File: config.mk
export PLATFORM = sky130hd
export DESIGN_NAME = fetch_unit
export DESIGN_NICKNAME = d
export VERILOG_FILES = /design/src/rtl/fetch_unit_pkg.sv /design/src/rtl/fetch_unit_fifo.sv /design/src/rtl/fetch_unit.sv
export SDC_FILE = /design/constraint.sdc
export NUM_CORES = 1
export LEC_CHECK = 0
export CAP_MARGIN = 15
export CORE_MARGIN = 2
export CORE_UTILIZATION = 57
export DETAILED_ROUTE_END_ITERATION = 12
export GPL_ROUTABILITY_DRIVEN = 1
export PLACE_DENSITY = 0.85
export SYNTH_ARGS = -nofsm -noshare
export SYNTH_HDL_FRONTEND = slang
export SYNTH_SLANG_ARGS = --single-unit
File: constraint.sdc
create_clock -name clk -period 10.2 [get_ports clk]
set_input_delay 3.06 -clock clk [delete_from_list [all_inputs] [get_ports clk]]
set_output_delay 3.06 -clock clk [all_outputs]
set_load 0.02 [all_outputs]
File: src/rtl/fetch_unit_pkg.sv
// Shared fetch-stage types and constants: buffered instruction entry, NOP encoding
// and the default reset vector.
package riscv_defines;

  localparam int XLEN_DEF = 32;

  localparam logic [XLEN_DEF-1:0] NOP_INSTR        = 32'h0000_0013;
  localparam logic [XLEN_DEF-1:0] DEFAULT_RESET_PC = 32'h0000_0000;

  typedef struct packed {
    logic [XLEN_DEF-1:0] pc;
    logic [XLEN_DEF-1:0] instr;
  } fetch_entry_t;

endpackage

File: src/rtl/fetch_unit_fifo.sv
// Small synchronous FIFO with clear, used for the pending-PC list and the
// instruction queue of the fetch stage.
module fetch_fifo #(
  parameter type T     = logic,
  parameter int  DEPTH = 2
) (
  input  logic                         clk,
  input  logic                         rst_n,
  input  logic                         push,
  input  T                             push_data,
  input  logic                         pop,
  input  logic                         clear,
  output T                             head,
  output logic                         full,
  output logic                         empty,
  output logic [$clog2(DEPTH+1)-1:0]   count
);

  localparam int AW = (DEPTH > 1) ? $clog2(DEPTH) : 1;
  localparam int CW = $clog2(DEPTH + 1);

  T              mem [DEPTH];
  logic [AW-1:0] wr_ptr;
  logic [AW-1:0] rd_ptr;
  logic          do_push;
  logic          do_pop;

  assign empty   = (count == '0);
  assign full    = (count == CW'(DEPTH));
  assign do_pop  = pop && !empty && !clear;
  // A pop frees a slot in the same cycle, so a full FIFO can still take a push.
  assign do_push = push && (!full || do_pop) && !clear;
  assign head    = mem[rd_ptr];

  always_ff @(posedge clk) begin
    if (do_push) mem[wr_ptr] <= push_data;
  end

  always_ff @(posedge clk or negedge rst_n) begin
    if (!rst_n) begin
      wr_ptr <= '0;
      rd_ptr <= '0;
      count  <= '0;
    end else if (clear) begin
      wr_ptr <= '0;
      rd_ptr <= '0;
      count  <= '0;
    end else begin
      if (do_push) wr_ptr <= wr_ptr + 1'b1;
      if (do_pop)  rd_ptr <= rd_ptr + 1'b1;
      case ({do_push, do_pop})
        2'b10:   count <= count + 1'b1;
        2'b01:   count <= count - 1'b1;
        default: count <= count;
      endcase
    end
  end

endmodule

File: src/rtl/fetch_unit.sv
// Instruction fetch stage: credit-limited in-order imem requests, wrong-path
// response dropping after redirect, and a registered queue feeding F/D.
module fetch_unit
  import riscv_defines::*;
#(
  parameter int              XLEN     = XLEN_DEF,
  parameter logic [XLEN-1:0] RESET_PC = DEFAULT_RESET_PC,
  parameter int              DEPTH    = 2
) (
  input  logic            clk,
  input  logic            rst_n,
  input  logic            stall_f,
  input  logic            redirect,
  input  logic [XLEN-1:0] redirect_pc,
  output logic            imem_req_valid,
  input  logic            imem_req_ready,
  output logic [XLEN-1:0] imem_req_addr,
  input  logic            imem_rsp_valid,
  input  logic [XLEN-1:0] imem_rsp_data,
  output logic            valid_f,
  output logic [XLEN-1:0] instr_f,
  output logic [XLEN-1:0] pc_f
);

  localparam int CW = $clog2(DEPTH + 1);
  localparam int SW = $clog2(3 * DEPTH + 1);

  logic [XLEN-1:0] pc_next;
  logic [XLEN-1:0] pend_head;
  logic [CW-1:0]   pend_cnt;
  logic [CW-1:0]   q_cnt;
  logic [CW-1:0]   drop_cnt;
  logic [CW:0]     drop_sum;
  logic [SW-1:0]   credits_used;
  logic            pend_full;
  logic            pend_empty;
  logic            q_full;
  logic            q_empty;
  logic            req_fire;
  logic            rsp_keep;
  logic            q_pop;
  fetch_entry_t    q_head;
  fetch_entry_t    q_push_data;

  // Every fetch owns one credit from acceptance until it leaves the queue or is dropped.
  assign credits_used   = SW'(pend_cnt) + SW'(q_cnt) + SW'(drop_cnt);
  assign imem_req_valid = rst_n && !redirect && (credits_used < SW'(DEPTH));
  assign imem_req_addr  = pc_next;
  assign req_fire       = imem_req_valid && imem_req_ready;

  assign rsp_keep    = imem_rsp_valid && (drop_cnt == '0) && !redirect;
  assign q_pop       = valid_f && !stall_f && !redirect;
  assign q_push_data = '{pc: pend_head, instr: imem_rsp_data};

  // A response landing in the redirect cycle retires one in-flight fetch either way.
  assign drop_sum = {1'b0, drop_cnt} + {1'b0, pend_cnt} - {{CW{1'b0}}, imem_rsp_valid};

  always_ff @(posedge clk or negedge rst_n) begin
    if (!rst_n) begin
      pc_next  <= RESET_PC;
      drop_cnt <= '0;
    end else if (redirect) begin
      pc_next  <= redirect_pc;
      drop_cnt <= drop_sum[CW-1:0];
    end else begin
      if (req_fire) pc_next <= pc_next + XLEN'(4);
      if (imem_rsp_valid && (drop_cnt != '0)) drop_cnt <= drop_cnt - 1'b1;
    end
  end

  fetch_fifo #(
    .T     (logic [XLEN-1:0]),
    .DEPTH (DEPTH)
  ) u_pend_fifo (
    .clk       (clk),
    .rst_n     (rst_n),
    .push      (req_fire),
    .push_data (pc_next),
    .pop       (rsp_keep),
    .clear     (redirect),
    .head      (pend_head),
    .full      (pend_full),
    .empty     (pend_empty),
    .count     (pend_cnt)
  );

  fetch_fifo #(
    .T     (fetch_entry_t),
    .DEPTH (DEPTH)
  ) u_instr_queue (
    .clk       (clk),
    .rst_n     (rst_n),
    .push      (rsp_keep),
    .push_data (q_push_data),
    .pop       (q_pop),
    .clear     (redirect),
    .head      (q_head),
    .full      (q_full),
    .empty     (q_empty),
    .count     (q_cnt)
  );

  assign valid_f = !q_empty;
  assign instr_f = valid_f ? q_head.instr : NOP_INSTR;
  assign pc_f    = valid_f ? q_head.pc : '0;

  a_no_orphan_rsp: assert property (@(posedge clk) disable iff (!rst_n)
    imem_rsp_valid |-> ((pend_cnt != '0) || (drop_cnt != '0)));
  a_credit_bound: assert property (@(posedge clk) disable iff (!rst_n)
    credits_used <= SW'(DEPTH));
  a_redirect_align: assert property (@(posedge clk) disable iff (!rst_n)
    redirect |-> (redirect_pc[1:0] == 2'b00));
  a_pend_space: assert property (@(posedge clk) disable iff (!rst_n)
    req_fire |-> (!pend_full || rsp_keep));
  a_pend_known: assert property (@(posedge clk) disable iff (!rst_n)
    rsp_keep |-> !pend_empty);
  a_queue_space: assert property (@(posedge clk) disable iff (!rst_n)
    rsp_keep |-> (!q_full || q_pop));

endmodule
== Word-level counts from Yosys, hierarchy flattened ==
Memories as Yosys holds them, arrays and structs flattened.
Index checks and enable logic that the tools add are counted.
Cells by class
  reduce and logical (&&, ||, !) cells: 36
  $add $sub $neg: 14
  equality and inequality tests: 6
  magnitude comparators: 1
  multiplexer cells: 22
Operators with widths (number)
  $mux W32: 4
  $add A32 B3 Y32 const B: 1
  $logic_and A1 B1 Y1: 16
  $reduce_bool A2 Y1: 7
  $mux W1: 12
  $eq A2 B2 Y1 const B: 4
  $mux W2: 4
  $pmux W2 S2: 2
  $logic_not A1 Y1: 6
  $logic_not A2 Y1: 3
  $reduce_bool A3 Y1: 2
  $sub A2 B1 Y2 const B: 3
  $add A1 B1 Y1 const B: 4
  $add A2 B1 Y2 const B: 2
  $eq A2 B1 Y1 const B: 2
  $add A2 B2 Y3: 1
  $add A3 B2 Y3: 1
  $lt A3 B2 Y1 const B: 1
  $add A2 B2 Y2: 1
  $logic_or A1 B1 Y1: 2
  $sub A2 B1 Y2: 1
Storage, ports and cells
  bits in registers: 42
  bits in writable memories: 192
  word-level logic and storage cells: 89
  memories kept: 2
Memory list
  u_instr_queue.mem: depth 2, bits a word 64, read ports 1, clocked after memory_dff 0, write ports 1, line fetch_unit_fifo.sv:22  | T mem [DEPTH];
  u_pend_fifo.mem: depth 2, bits a word 32, read ports 1, clocked after memory_dff 0, write ports 1, line fetch_unit_fifo.sv:22

== Depth between registers and ports, before layout ==
  depth in word-level cells: 12
  depth in mapped cells: 11
  mapped depth without buffers: 9

== Modules after synthesis ==
A second synthesis with hierarchy kept.
Unflattened totals
  cells, all modules: 664
  area total of the unflattened synthesis: 10237.3 um2
Modules (own cells, without submodules)
  fetch_fifo at u_instr_queue: cells an instance 224, instances 1, area each 5064.9 um2
  fetch_unit: cells an instance 313, instances 1, area each 2593.7 um2
  fetch_fifo at u_pend_fifo: cells an instance 127, instances 1, area each 2578.7 um2

== Worst setup path before layout ==
No wires, ideal clock.
  path type: input to output
  from: input redirect
  to: output imem_req_valid
  slack: 2899 ps
  arrival time: 4241 ps
  stages: 3
  path through: buf_1 -> clkbuf_1 -> nor4b_1
Between the ends
  word-level cells in the longest chain between the ends: 3
Ends and longest elaborated chain
  start, declared: line fetch_unit.sv:13  | input logic redirect,
  $logic_not A1 Y1: line fetch_unit.sv:47  | assign imem_req_valid = rst_n && !redirect && (credits_used < SW'(DEPTH));
  $logic_and A1 B1 Y1 (2 in series): line fetch_unit.sv:47
  end, declared: line fetch_unit.sv:15  | output logic imem_req_valid,
Every way passes these cells.

== Worst setup path in the final report ==
  from: input rst_n
  to: output imem_req_valid
Between the ends
  word-level cells in the longest chain between the ends: 2
Ends and longest elaborated chain
  start, declared: line fetch_unit.sv:11  | input logic rst_n,
  $logic_and A1 B1 Y1 (2 in series): line fetch_unit.sv:47
Every way passes these cells.

==> results.json <==
{
  "cp_num_buf_inv": 2,
  "rsz0062_at_grt": "false",
  "numCtsBuffers": 23,
  "cts_max_level": 1,
  "slowest_stage": "buf_2",
  "seq_area_frac_synth_pct": 70.1,
  "grt_pass1_wl_um": 31300,
  "fp-row-count": 47,
  "place_area_um2": 11600,
  "fin_skew_ps": 9.83,
  "synth_cell_types": 49,
  "period_share_pct": 77.6,
  "synth_area_leaders": "edfxtp_1, dfrtp_1, mux2i_1, mux2_2, nor2_1",
  "synth_top_cell_by_area": "edfxtp_1",
  "fmax_ghz": 0.126,
  "area_growth_pct": 26.4,
  "grt_pass1_vias": 6126,
  "start_util_pct": 58.4,
  "reg2reg_from": "u_instr_queue.count[1]",
  "hold_buffers": 0,
  "leakagePower_uw": 0.00420,
  "fp.dieH_um": 135,
  "post-route-worst-setup-slack_ps": 2290,
  "pin_count": 168,
  "tritoncts": "built",
  "hpwl_um": 13100,
  "crit_fanout": 44,
  "end_kind": "primary output",
  "hold_path.class": "flip-flop to flip-flop",
  "cp_num_cells": 3,
  "synthArstFlopShare_pct": 17.9,
  "hold_slack_ps": 522,
  "die_w_um": 135,
  "antenna_found_initial": 0,
  "first_pass_iters": 5,
  "insertedDiodeCount": 0,
  "cts_sinks": 234,
  "peakVddDrop_mv": 0.151,
  "critical_path.startpoint": "rst_n",
  "clock_tree.root_cell": "clkbuf_16",
  "drt_iter0_markers": 378,
  "yosysMostFrequentCell": "edfxtp_1",
  "path_class": "primary input to primary output",
  "clkTransAtPathRegs_ps": 60,
  "synth-edff-count": 192,
  "cp.arrival_ps": 4850,
  "wirelength_um": 20000,
  "dp_cells": 1026,
  "core-area_um2": 16600,
  "powerDensity_nw_per_um2": 195,
  "layout-drive-gt1-share_pct": 10.5,
  "ctsResizeCount": 0,
  "grt_start_max_net_pins": 68,
  "maxSlewHeadroom_pct": 21.2,
  "min_path_cells": 0,
  "gp_congestion": 0.837,
  "synth_area_um2": 9720,
  "clkLatencyLatePin_ps": 500,
  "wl_per_cell_um": 18.8,
  "cpLargestDelayFamily": "buffers and inverters",
  "avgSynthCellArea_um2": 14.6,
  "ant_nets": 0,
  "ys_ff_latch": 234,
  "synth.top_cell.area_share_pct": 59.3,
  "setup_viol": 0,
  "outcome": "complete, no violations",
  "ys.flop_type": "edfxtp_1",
  "finalHoldViolations": 0,
  "clock_path_buffers": 3,
  "die_area_um2": 18100,
  "final_cells": 1066,
  "post-cts-setup-buffer-count": 0,
  "numPortBuffers": 167,
  "crit_chain": "buf_2 -> nor4b_1 -> clkdlybuf4s50_1",
  "track_usage_pct": 22.1,
  "vias": 6044,
  "critPathLaunchType": "primary input",
  "syn_nets": 742,
  "vias_per_cell": 5.67,
  "hp-start": "imem_req_addr[29]",
  "dp_slack_ps": 2270,
  "critPathRequiredTime_ps": 7140,
  "fin_crit_ps": 7910,
  "tightestPinTransition_ps": 1180,
  "maxCapViolations": 0,
  "synthTopCellsByCount": "edfxtp_1, nor2_1, mux2i_1, nand2_1, dfrtp_1",
  "rr_worst_depth": 8,
  "drv_slew": 0,
  "remaining_drc_errors": 0,
  "globalRouteOverflowTotal": 0,
  "synth-warning-count": 0,
  "synth_cells": 664,
  "stdcell_area_um2": 12300,
  "slowest_delay_ps": 760,
  "tns_ps": 0,
  "nNetsFinal": 909
}
==> worst paths after layout <==
path                       slack, ps                     end
max                             2290          imem_req_valid
min                              520  u_pend_fifo.mem[1][29]
max reg2reg                     6440   u_pend_fifo.mem[1][3]
min reg2reg                      520  u_pend_fifo.mem[1][29]
max in group asynchronous       6710    u_instr_queue.rd_ptr
min in group asynchronous       2740       imem_req_addr[26]
==> cell families after synthesis <==
kind of cell             share of synthesized area (%)
multiplexers                                      11.1
AO/OA/AOI/OAI                                     4.92
AND/OR/NAND/NOR                                   10.1
buffers and inverters                             2.02
flip-flops                                        70.1
XOR/XNOR                                         0.708
adder cells (fa/ha/maj)                           1.11
==> placed cells by master (no fill, tap or decap), types with 6 or more instances in the layout <==
cell type,n
nor2b_1,8
nor2_1,82
clkbuf_16,23
o211ai_1,7
a21oi_1,9
edfxtp_1,192
nand2_1,44
nor2_4,6
a21o_1,7
o311ai_0,6
nand4_1,11
nand3_1,11
ha_1,7
mux2i_1,68
clkbuf_1,7
nor3_1,6
mux2_2,35
o21ai_0,23
clkdlybuf4s50_1,165
dfrtp_1,41
inv_1,18
==> through the flow <==
step | utilization [%] | total power [µW]
after floorplan | - | 1450
after global placement | 69.8 | 1620
after detailed placement | 69.8 | 1650
after CTS | 73.9 | 2410
after global routing | 73.9 | 2490
final | 73.9 | 2390
==> metal layers <==
layer  up-vias  global-route usage (%)  routed length, µm
met5         -                       0                  0
met4         0                    8.42                607
met3        47                    4.17               1440
met2       265                    37.6               9800
met1      2938                    28.6               8170
li1       2794                       -                  -
==> sequential cells by signal, indices dropped and copies added (netlist names) <==
| register | flops |
|---|---|
| u_pend_fifo.wr_ptr | 1 |
| u_pend_fifo.mem | 64 |
| u_instr_queue.wr_ptr | 1 |
| u_instr_queue.rd_ptr | 1 |
| imem_req_addr | 32 |
| drop_cnt | 2 |
| u_pend_fifo.rd_ptr | 1 |
| u_instr_queue.mem | 128 |
| u_instr_queue.count | 2 |
| u_pend_fifo.count | 2 |
==> where the power goes <==
group | total [µW] | internal, µW | leakage [µW] | switching, µW
clock network | 761 | 437 | 0.000339 | 325
logic | 439 | 198 | 0.00160 | 242
registers | 1190 | 1130 | 0.00226 | 65.7
total | 2390 | 1760 | 0.00420 | 632
==> cell type report <==
cell class	instances	area [µm²]
Inverter	18	67.6
Tap cell	220	275
Fill cell	994	4350
Multi-Input combinational cell	382	2750
Clock buffer	33	643
Clock inverter	7	37.5
Sequential cell	234	6820
Timing Repair Buffer	172	1700
No activity file was read; power rests on OpenSTA's default activity.
